===== config.mk =====
export PLATFORM = sky130hd
export DESIGN_NAME = dc_remove_scheduler
export DESIGN_NICKNAME = d
export VERILOG_FILES = /design/src/rtl/dc_remove_scheduler.sv
export SDC_FILE = /design/constraint.sdc
export NUM_CORES = 1
export LEC_CHECK = 0
export CAP_MARGIN = 20
export CORE_UTILIZATION = 38
export CTS_BUF_LIST = sky130_fd_sc_hd__clkbuf_8
export DETAILED_ROUTE_END_ITERATION = 7
export MAX_ROUTING_LAYER = met4
export SLEW_MARGIN = 20
export SYNTH_ARGS = -nofsm -noshare
export SYNTH_HDL_FRONTEND = slang
export SYNTH_SLANG_ARGS = --single-unit
export TNS_END_PERCENT = 5

===== constraint.sdc =====
create_clock -name clk_in -period 5.75 [get_ports clk_in]
set_input_delay 0.575 -clock clk_in [delete_from_list [all_inputs] [get_ports clk_in]]
set_output_delay 0.575 -clock clk_in [all_outputs]
set_load 0.005 [all_outputs]

===== src/rtl/dc_remove_scheduler.sv =====
// ============================================================================
// dc_remove_scheduler
//   Time-multiplexed one-pole DC-removal (high-pass) engine. One shared
//   multiply/accumulate datapath serves NUM_CH channels. Each channel keeps
//   its own capture register and filter history. A round-robin arbiter feeds
//   the datapath through an IDLE -> MUL -> ACC FSM.
//
//   y[n] = x[n] - x[n-1] + alpha * y[n-1],  alpha = ALPHA_MULTIPLIER / 2^ALPHA_SHIFT_SIZE
//
// Ports
//   clk_in       : system clock
//   reset_in     : asynchronous, active-high reset
//   ready_in     : per-channel 1-cycle sample strobe          [NUM_CH]
//   signal_in    : packed signed samples, ch i at [16i+15:16i] [16*NUM_CH]
//   flush_in     : synchronous clear of every channel's history
//   done_out     : 1-cycle strobe, signal_out/ch_out valid
//   ch_out       : channel index of the current output
//   signal_out   : signed filtered sample                      [16]
//   overrun_out  : sticky per-channel overrun flags            [NUM_CH]
//
// dc_remove_chan (per-channel slice, instantiated once per channel)
//   Holds hold/pending/overrun capture state and xp/yp filter history.
// ============================================================================
module dc_remove_scheduler #(
   parameter int NUM_CH           = 2,
   parameter int ALPHA_MULTIPLIER = 511,
   parameter int ALPHA_SHIFT_SIZE = 9,
   localparam int CW              = $clog2(NUM_CH)
) (
   input  logic                   clk_in,
   input  logic                   reset_in,
   input  logic [NUM_CH-1:0]      ready_in,
   input  logic [16*NUM_CH-1:0]   signal_in,
   input  logic                   flush_in,
   output logic                   done_out,
   output logic [CW-1:0]          ch_out,
   output logic [15:0]            signal_out,
   output logic [NUM_CH-1:0]      overrun_out
);

   localparam logic [1:0] S_IDLE = 2'd0;
   localparam logic [1:0] S_MUL  = 2'd1;
   localparam logic [1:0] S_ACC  = 2'd2;

   localparam logic signed [26:0] ALPHA_C = 27'(ALPHA_MULTIPLIER);

   // per-channel views
   logic [NUM_CH-1:0][15:0] hold_w;
   logic [NUM_CH-1:0][15:0] xp_w;
   logic [NUM_CH-1:0][15:0] yp_w;
   logic [NUM_CH-1:0]       pending_w;
   logic [NUM_CH-1:0]       grant_w;
   logic [NUM_CH-1:0]       wb_w;

   // control / datapath registers
   logic [1:0]              state_q, state_d;
   logic [CW-1:0]           rr_q, rr_d;
   logic [CW-1:0]           g_q, g_d;
   logic [15:0]             x_q, x_d;
   logic [15:0]             xpl_q, xpl_d;
   logic [15:0]             ypl_q, ypl_d;
   logic signed [26:0]      prod_q, prod_d;
   logic signed [26:0]      diff_q, diff_d;
   logic                    done_q, done_d;
   logic [CW-1:0]           ch_q, ch_d;
   logic [15:0]             sig_q, sig_d;

   // arbiter
   logic                    gnt_any_w;
   logic [CW-1:0]           gnt_idx_w;
   logic                    do_grant_w;

   // ACC arithmetic
   logic signed [26:0]      dx_w;
   logic signed [26:0]      yp27_w;
   logic signed [27:0]      acc_w;
   logic signed [27:0]      ysh_w;
   logic [15:0]             ysat_w;

   // -------------------------------------------------------------------------
   // Channel slices
   // -------------------------------------------------------------------------
   for (genvar i = 0; i < NUM_CH; i++) begin : g_ch
      assign grant_w[i] = do_grant_w && (gnt_idx_w == CW'(i));
      assign wb_w[i]    = (state_q == S_ACC) && (g_q == CW'(i));

      dc_remove_chan u_ch (
         .clk_i     (clk_in),
         .reset_i   (reset_in),
         .ready_i   (ready_in[i]),
         .sample_i  (signal_in[16*i +: 16]),
         .grant_i   (grant_w[i]),
         .flush_i   (flush_in),
         .wb_i      (wb_w[i]),
         .wb_x_i    (x_q),
         .wb_y_i    (ysat_w),
         .hold_o    (hold_w[i]),
         .pending_o (pending_w[i]),
         .overrun_o (overrun_out[i]),
         .xp_o      (xp_w[i]),
         .yp_o      (yp_w[i])
      );
   end

   // -------------------------------------------------------------------------
   // Round-robin arbiter: first pending channel at or after rr_q.
   // Scanning from the far end down lets the nearest candidate win last.
   // -------------------------------------------------------------------------
   always_comb begin
      logic [CW:0] idx;
      gnt_any_w = 1'b0;
      gnt_idx_w = '0;
      idx       = '0;
      for (int k = NUM_CH - 1; k >= 0; k--) begin
         idx = {1'b0, rr_q} + (CW+1)'(k);
         if (idx >= (CW+1)'(NUM_CH)) idx = idx - (CW+1)'(NUM_CH);
         if (pending_w[idx[CW-1:0]]) begin
            gnt_any_w = 1'b1;
            gnt_idx_w = idx[CW-1:0];
         end
      end
   end

   // ACC chains straight into the next grant, so both IDLE and ACC may grant.
   assign do_grant_w = gnt_any_w && ((state_q == S_IDLE) || (state_q == S_ACC));

   // -------------------------------------------------------------------------
   // Datapath arithmetic
   // -------------------------------------------------------------------------
   assign dx_w   = $signed({{11{x_q[15]}}, x_q}) - $signed({{11{xpl_q[15]}}, xpl_q});
   assign yp27_w = $signed({{11{ypl_q[15]}}, ypl_q});
   assign acc_w  = {diff_q[26], diff_q} + {prod_q[26], prod_q};
   assign ysh_w  = acc_w >>> ALPHA_SHIFT_SIZE;

   always_comb begin
      if (ysh_w > 28'sd32767)       ysat_w = 16'h7fff;
      else if (ysh_w < -28'sd32768) ysat_w = 16'h8000;
      else                          ysat_w = ysh_w[15:0];
   end

   // -------------------------------------------------------------------------
   // FSM / next state
   // -------------------------------------------------------------------------
   always_comb begin
      state_d = state_q;
      rr_d    = rr_q;
      g_d     = g_q;
      x_d     = x_q;
      xpl_d   = xpl_q;
      ypl_d   = ypl_q;
      prod_d  = prod_q;
      diff_d  = diff_q;
      done_d  = 1'b0;
      ch_d    = ch_q;
      sig_d   = sig_q;

      case (state_q)
         S_IDLE: if (do_grant_w) state_d = S_MUL;
         S_MUL: begin
            prod_d  = ALPHA_C * yp27_w;
            diff_d  = dx_w <<< ALPHA_SHIFT_SIZE;
            state_d = S_ACC;
         end
         S_ACC: begin
            done_d  = 1'b1;
            sig_d   = ysat_w;
            ch_d    = g_q;
            state_d = gnt_any_w ? S_MUL : S_IDLE;
         end
         default: state_d = S_IDLE;
      endcase

      if (do_grant_w) begin
         g_d = gnt_idx_w;
         x_d = hold_w[gnt_idx_w];
         // History is read at the same edge it may be cleared or rewritten,
         // so pick up the value the channel will hold after this edge.
         if (flush_in) begin
            xpl_d = '0;
            ypl_d = '0;
         end else if ((state_q == S_ACC) && (g_q == gnt_idx_w)) begin
            xpl_d = x_q;
            ypl_d = ysat_w;
         end else begin
            xpl_d = xp_w[gnt_idx_w];
            ypl_d = yp_w[gnt_idx_w];
         end
         if (gnt_idx_w == CW'(NUM_CH - 1)) rr_d = '0;
         else                              rr_d = gnt_idx_w + CW'(1);
      end
   end

   always_ff @(posedge clk_in or posedge reset_in) begin
      if (reset_in) begin
         state_q <= S_IDLE;
         rr_q    <= '0;
         g_q     <= '0;
         x_q     <= '0;
         xpl_q   <= '0;
         ypl_q   <= '0;
         prod_q  <= '0;
         diff_q  <= '0;
         done_q  <= 1'b0;
         ch_q    <= '0;
         sig_q   <= '0;
      end else begin
         state_q <= state_d;
         rr_q    <= rr_d;
         g_q     <= g_d;
         x_q     <= x_d;
         xpl_q   <= xpl_d;
         ypl_q   <= ypl_d;
         prod_q  <= prod_d;
         diff_q  <= diff_d;
         done_q  <= done_d;
         ch_q    <= ch_d;
         sig_q   <= sig_d;
      end
   end

   assign done_out   = done_q;
   assign ch_out     = ch_q;
   assign signal_out = sig_q;

endmodule

// ----------------------------------------------------------------------------
// dc_remove_chan: capture register, pending/overrun flags and filter history
// for one channel.
// ----------------------------------------------------------------------------
module dc_remove_chan (
   input  logic        clk_i,
   input  logic        reset_i,
   input  logic        ready_i,
   input  logic [15:0] sample_i,
   input  logic        grant_i,
   input  logic        flush_i,
   input  logic        wb_i,
   input  logic [15:0] wb_x_i,
   input  logic [15:0] wb_y_i,
   output logic [15:0] hold_o,
   output logic        pending_o,
   output logic        overrun_o,
   output logic [15:0] xp_o,
   output logic [15:0] yp_o
);

   logic [15:0] hold_q, hold_d;
   logic        pending_q, pending_d;
   logic        overrun_q, overrun_d;
   logic [15:0] xp_q, xp_d;
   logic [15:0] yp_q, yp_d;

   always_comb begin
      hold_d    = hold_q;
      pending_d = pending_q;
      overrun_d = overrun_q;
      xp_d      = xp_q;
      yp_d      = yp_q;

      // A new strobe beats the grant's clear; overwriting a sample nobody
      // has picked up yet is the only overrun case.
      if (ready_i) begin
         hold_d    = sample_i;
         pending_d = 1'b1;
         if (pending_q && !grant_i) overrun_d = 1'b1;
      end else if (grant_i) begin
         pending_d = 1'b0;
      end

      if (flush_i) begin
         xp_d = '0;
         yp_d = '0;
      end else if (wb_i) begin
         xp_d = wb_x_i;
         yp_d = wb_y_i;
      end
   end

   always_ff @(posedge clk_i or posedge reset_i) begin
      if (reset_i) begin
         hold_q    <= '0;
         pending_q <= 1'b0;
         overrun_q <= 1'b0;
         xp_q      <= '0;
         yp_q      <= '0;
      end else begin
         hold_q    <= hold_d;
         pending_q <= pending_d;
         overrun_q <= overrun_d;
         xp_q      <= xp_d;
         yp_q      <= yp_d;
      end
   end

   assign hold_o    = hold_q;
   assign pending_o = pending_q;
   assign overrun_o = overrun_q;
   assign xp_o      = xp_q;
   assign yp_o      = yp_q;

endmodule


==> impl_metrics.yaml, run 1 <==
clock_network:
  cts_hold_buffers: 0
  cts_tree: "done"
  clkSinkCount: 204
  cts_buffers: 36
  root_buffer: "clkbuf_8"
  clk_pin_slew_worst_paths_ps: 60
  h-tree-depth: 2
  clk_latency_ps: 540
  clk_path_buf_depth: 3
placement:
  gp_congestion: 0.936
  dp.final_hpwl_um: 23700
  dp.cells: 1844
  portBuffers: 56
critical_path:
  r2r_start: "ypl_q[4]"
  worstSetupEndpointType: "flip-flop"
  max_stage_delay_ps: 560
  cp_common_cell: "fa_1"
  worstPathRequired_ps: 6130
  setup.worst_path.start: "ypl_q[4]"
  slowest_stage: "fa_1"
  worstSetupPathType: "reg -> reg"
  cp_max_fo: 5
  arrival_ps: 5770
  crit_path_start_kind: "flip-flop"
  critical_path.cell_chain: "inv_1, fa_1, fa_1, inv_1, fa_1, fa_1, inv_1, fa_1, inv_1, ha_1, nand3_1, o31ai_1, o221ai_2, o211ai_1, a41oi_1, xnor2_1, o21ai_0"
synth:
  ys.flop_type: "dfrtp_1"
  async_flop_share_pct: 100
  yosysSeqAreaShare_pct: 37.6
  synth.area.top_cells: "dfrtp_1 38%, fa_1 13%, ha_1 9.3%, nand2_1 5.3%, inv_1 4.1%"
  synth_top_cell_by_area: "dfrtp_1"
  synth_area_per_cell_um2: 9.82
  syn_area_mm2: 0.0136
  netlist-cell-type-count: 60
  synth_edf_count: 0
  ys_seq_elements: 204
  synth_fp_nets: 1606
  netlist.area_leader.share_pct: 37.6
  synthTopCellsByCount: "204 x dfrtp_1, 191 x nand2_1, 149 x inv_1, 101 x ha_1, 98 x o21ai_0"
  syn-instance-count: 1383
  yosysMostFrequentCell: "dfrtp_1"
  ys_warn_count: 0
route:
  detail_route.first_pass.iterations: 5
  drtAntennaViolNets: 0
  initialDrtViolationCount: 431
  wl_per_cell_um: 16.9
  via_count: 9858
  vias_per_cell: 5.17
  drc_errors: 0
  wirelength_um: 32200
die:
  die_area_mm2: 0.0365
  design.core.area_mm2: 0.0349
  dieWidth_um: 191
  rows: 68
  io_pins: 57
  start_util_pct: 38.9
  die_h_um: 191
global_route:
  grtUsageTotal_pct: 19.1
  grt_max_degree: 188
  grt_antenna_before_repair: 0
  grt-ovfl-total: 0
  grt_first_pass_wirelength_um: 54300
  grt_pass1_vias: 10200
sta:
  finalHoldViolations: 0
  relSlewSlack_pct: 28.3
  grt_setup_unrepaired: "no"
  finalCriticalPeriod_ps: 5390
  worst_hold_slack_ps: 417
  timing.fmax_ghz: 0.185
  slew_violations: 0
  clock_skew_ps: 22.3
  fin_crit_sh_pct: 93.8
  setup_tns_ps: 0
  worst_slew_pin_slew_ps: 1070
  finalSetupViolCount: 0
job:
  drv_cap: 0
finish:
  fin_nets: 1651
  seqCellArea_mm2: 0.00510
  drive_gt1_share_pct: 9.15
  area_growth_pct: 13.2
  final.fill_count: 3350
  finalNonFillerCells: 1908
  diodes: 0
  multi_input_area_mm2: 0.00769
hold_path:
  holdCritPathClass: "in -> async"
run_status:
  status: "completed"
repair_timing:
item / 4_1_cts / 5_1_grt
setup buffers: 0 / 0
setup endpoints to repair: 0 / 4
gates resized for setup: 0 / 1
flip-flops by register name, indices dropped and copies added (netlist names), 17 cells and up:
name and flops:
prod_q 17, g_ch.u_ch.yp_o 32, diff_q 17, g_ch.u_ch.xp_o 32, g_ch.u_ch.hold_o 32
layout by cell type (no fill, tap or decap), types with 14 or more instances in the layout:
cell             Yosys  routed
o21ai_1             27      27
inv_1              149     163
dfrtp_1            204     204
a221o_1             14      14
a211oi_1            18      18
ha_1               101     101
a22o_1              31      31
a21oi_1             55      54
clkdlybuf4s50_1      0      56
nand3_1             46      46
buf_4                4      15
nand2_1            191     190
nor3b_1             17      17
fa_1                85      85
clkbuf_8             0      43
xor2_1              27      27
xnor2_1             32      32
mux2_2              35      35
o211ai_1            19      19
o21ai_0             98      97
a21o_1              18      18
nor2_1              33      31
cell families after synthesis:
family | Yosys count | share of synthesized area (%)
compound gates | 342 | 16.5
xor+xnor | 59 | 3.80
fa+ha+maj | 186 | 21.8
buf+inv | 217 | 6.16
flops | 204 | 37.6
mux | 35 | 2.90
simple gates | 340 | 11.3
layout make-up:
class                      count  share of cell area [%]
clock buffer                  43                    3.85
clock inverter                20                   0.773
inverter                     151                    3.71
multi-input combinational    962                    50.1
sequential                   204                    33.2
tap                          455                    3.70
timing repair buffer          73                    4.69
per-layer routing:
layer	vias up	GRT usage [%]	routed length (um)
li1	4806	-	-
met1	4830	25.2	14900
met2	172	30.9	15600
met3	50	2.50	1070
met4	0	4.61	643
met5	-	-	0
worst paths after layout:
kind	end	slack, ps	depth (start not counted)
worst max register to register	prod_q[25]	360	17
worst max-delay path	prod_q[25]	360	17
min in group clk_in	g_ch[1].u_ch.overrun_o	480	1
worst min-delay path	g_ch[1].u_ch.xp_o[12]	420	2
worst min register to register	g_ch[1].u_ch.overrun_o	480	1
max in group asynchronous	g_ch[0].u_ch.yp_o[8]	4000	4
worst max-delay path: cells and delay by family, from the launching register on:
family | cells | cell delay [ps]
compound gates | 5 | 1210
fa+ha+maj | 6 | 2970
flops | 1 | 450
buf+inv | 4 | 350
xor+xnor | 1 | 160
simple gates | 1 | 120
stage by stage:
step                util (%)  setup WS, ps  area [um2]
floorplan                  -           770       13600
global placement        41.9           413       14600
CTS                     44.0           234       15300
finish                  44.1           356       15400
detailed placement      41.9           258       14600
global route            44.1          43.8       15400
Power of run 1 is not shown: default switching activity piles up to over one toggle a cycle in this logic, so the estimate is an artifact.
==> inputs of run 2 (changes only) <==
Settings changed: CORE_UTILIZATION 38 to 55, PLACE_DENSITY set to 0.76, RECOVER_POWER set to 100.
==> impl_metrics.yaml, run 2 (synthesis results as in run 1) <==
sta:
  worst_slack_ps: 363
  relSlewSlack_pct: -64.7
  finalHoldViolations: 0
  finalCriticalPeriod_ps: 5390
  worst_slew_pin_slew_ps: 2470
  timing.fmax_ghz: 0.186
  clock_skew_ps: 28.0
  grt_setup_unrepaired: "no"
  fin_crit_sh_pct: 93.7
  slew_violations: 347
  finalSetupViolCount: 0
  setup_tns_ps: 0
finish:
  drive_gt1_share_pct: 8.48
  fin_nets: 1651
  diodes: 0
  layout_commonest_cell: "dfrtp_1"
  area_growth_pct: 11.1
  layout_common_cells: "204 x dfrtp_1, 191 x nand2_1, 155 x inv_1"
clock_network:
  cts_hold_buffers: 0
  clkSinkCount: 204
  cts_setup_buffers: 0
  clk_pin_slew_worst_paths_ps: 70
  root_buffer: "clkbuf_8"
  cts_tree: "done"
  clk_path_buf_depth: 3
  clk_latency_ps: 530
  h-tree-depth: 2
  cts_buffers: 34
global_route:
  grt-ovfl-total: 0
  grt_first_pass_wirelength_um: 52900
  grtUsageTotal_pct: 26.6
  grt_max_degree: 101
  grt_antenna_before_repair: 0
  grt_pass1_vias: 10400
run_status:
  violations: "capacitance limit, slew limit"
  status: "complete, but fails checks"
critical_path:
  cp_max_fo: 5
  critical_path.cell_chain: "inv_1, fa_1, fa_1, inv_1, fa_1, fa_1, inv_1, fa_1, inv_1, ha_1, nand2_1, o21ai_0, a21oi_1, o31ai_1, o221ai_1, o211ai_1, a41oi_1, xnor2_1, o21ai_0"
  critPathTopFamily: "adder cells"
  cp_common_cell: "fa_1"
  crit_path_start_kind: "flip-flop"
  max_stage_delay_ps: 560
  worstSetupPathType: "reg -> reg"
  slowest_stage: "fa_1"
  worstSetupEndpointType: "flip-flop"
  crit_buf_inv: 4
  worstPathRequired_ps: 6110
  arrival_ps: 5750
route:
  initialDrtViolationCount: 740
  drc_errors: 0
  vias_per_cell: 5.69
  detail_route.first_pass.iterations: 6
  via_count: 10100
  drtAntennaViolNets: 0
  wirelength_um: 31200
  wl_per_cell_um: 17.6
die:
  die_area_mm2: 0.0253
  rows: 57
  dieWidth_um: 159
  design.core.area_mm2: 0.0242
  start_util_pct: 56.0
  die_h_um: 159
  io_pins: 57
placement:
  dp_slack_ps: 359
  gp_congestion: 0.894
  dp.final_hpwl_um: 23200
  portBuffers: 56
job:
  drv_cap: 7
hold_path:
  holdCritPathClass: "reg -> reg"
[run 2: final cells by class]
class | instances | area [um2]
clock inverters | 17 | 120
inverters | 151 | 568
well taps | 324 | 405
repair buffers | 75 | 683
multi-input cells | 962 | 7640
clock buffers | 41 | 564
flip-flops and latches | 204 | 5100
fillers | 2013 | 9170
[run 2: repair_timing]
item / 4_1_cts / 5_1_grt
setup endpoints to repair: 0 / 2
gates resized for setup: 0 / 1
endpoints found under the hold margin: 0 / 0
[run 2: path summary, 6_finish.rpt]
| check | cells after the start | end | slack (ps) | start |
|---|---|---|---|---|
| worst max-delay path | 19 | prod_q[25] | 360 | ypl_q[4] |
| worst min-delay path | 1 | g_ch[1].u_ch.overrun_o | 480 | g_ch[1].u_ch.overrun_o |
| worst max register to register | 19 | prod_q[25] | 360 | ypl_q[4] |
| worst min register to register | 1 | g_ch[1].u_ch.overrun_o | 480 | g_ch[1].u_ch.overrun_o |
| max in group asynchronous | 3 | ypl_q[8] | 2080 | reset_in |
| min in group asynchronous | 2 | g_ch[0].u_ch.hold_o[10] | 730 | reset_in |
[run 2: routing by layer]
metal,vias to the layer above,global-route usage [%],share of wire (%)
met5,-,-,0
met4,0,8.74,2.8
met3,56,3.02,3.8
met2,242,43.6,50
met1,5000,34.7,43
li1,4795,-,-
[run 2: stage by stage]
stage | hold WS, ps | utilization [%] | instance area [um2] | instances
after floorplan | 443 | - | 13600 | 1383
after global placement | 460 | 59.7 | 14500 | 1716
after detailed placement | 470 | 59.7 | 14500 | 1716
after CTS | 472 | 62.5 | 15200 | 1774
after global routing | 498 | 62.2 | 15100 | 1774
final | 477 | 62.2 | 15100 | 1774
Power of run 2 is left out for the same reason.
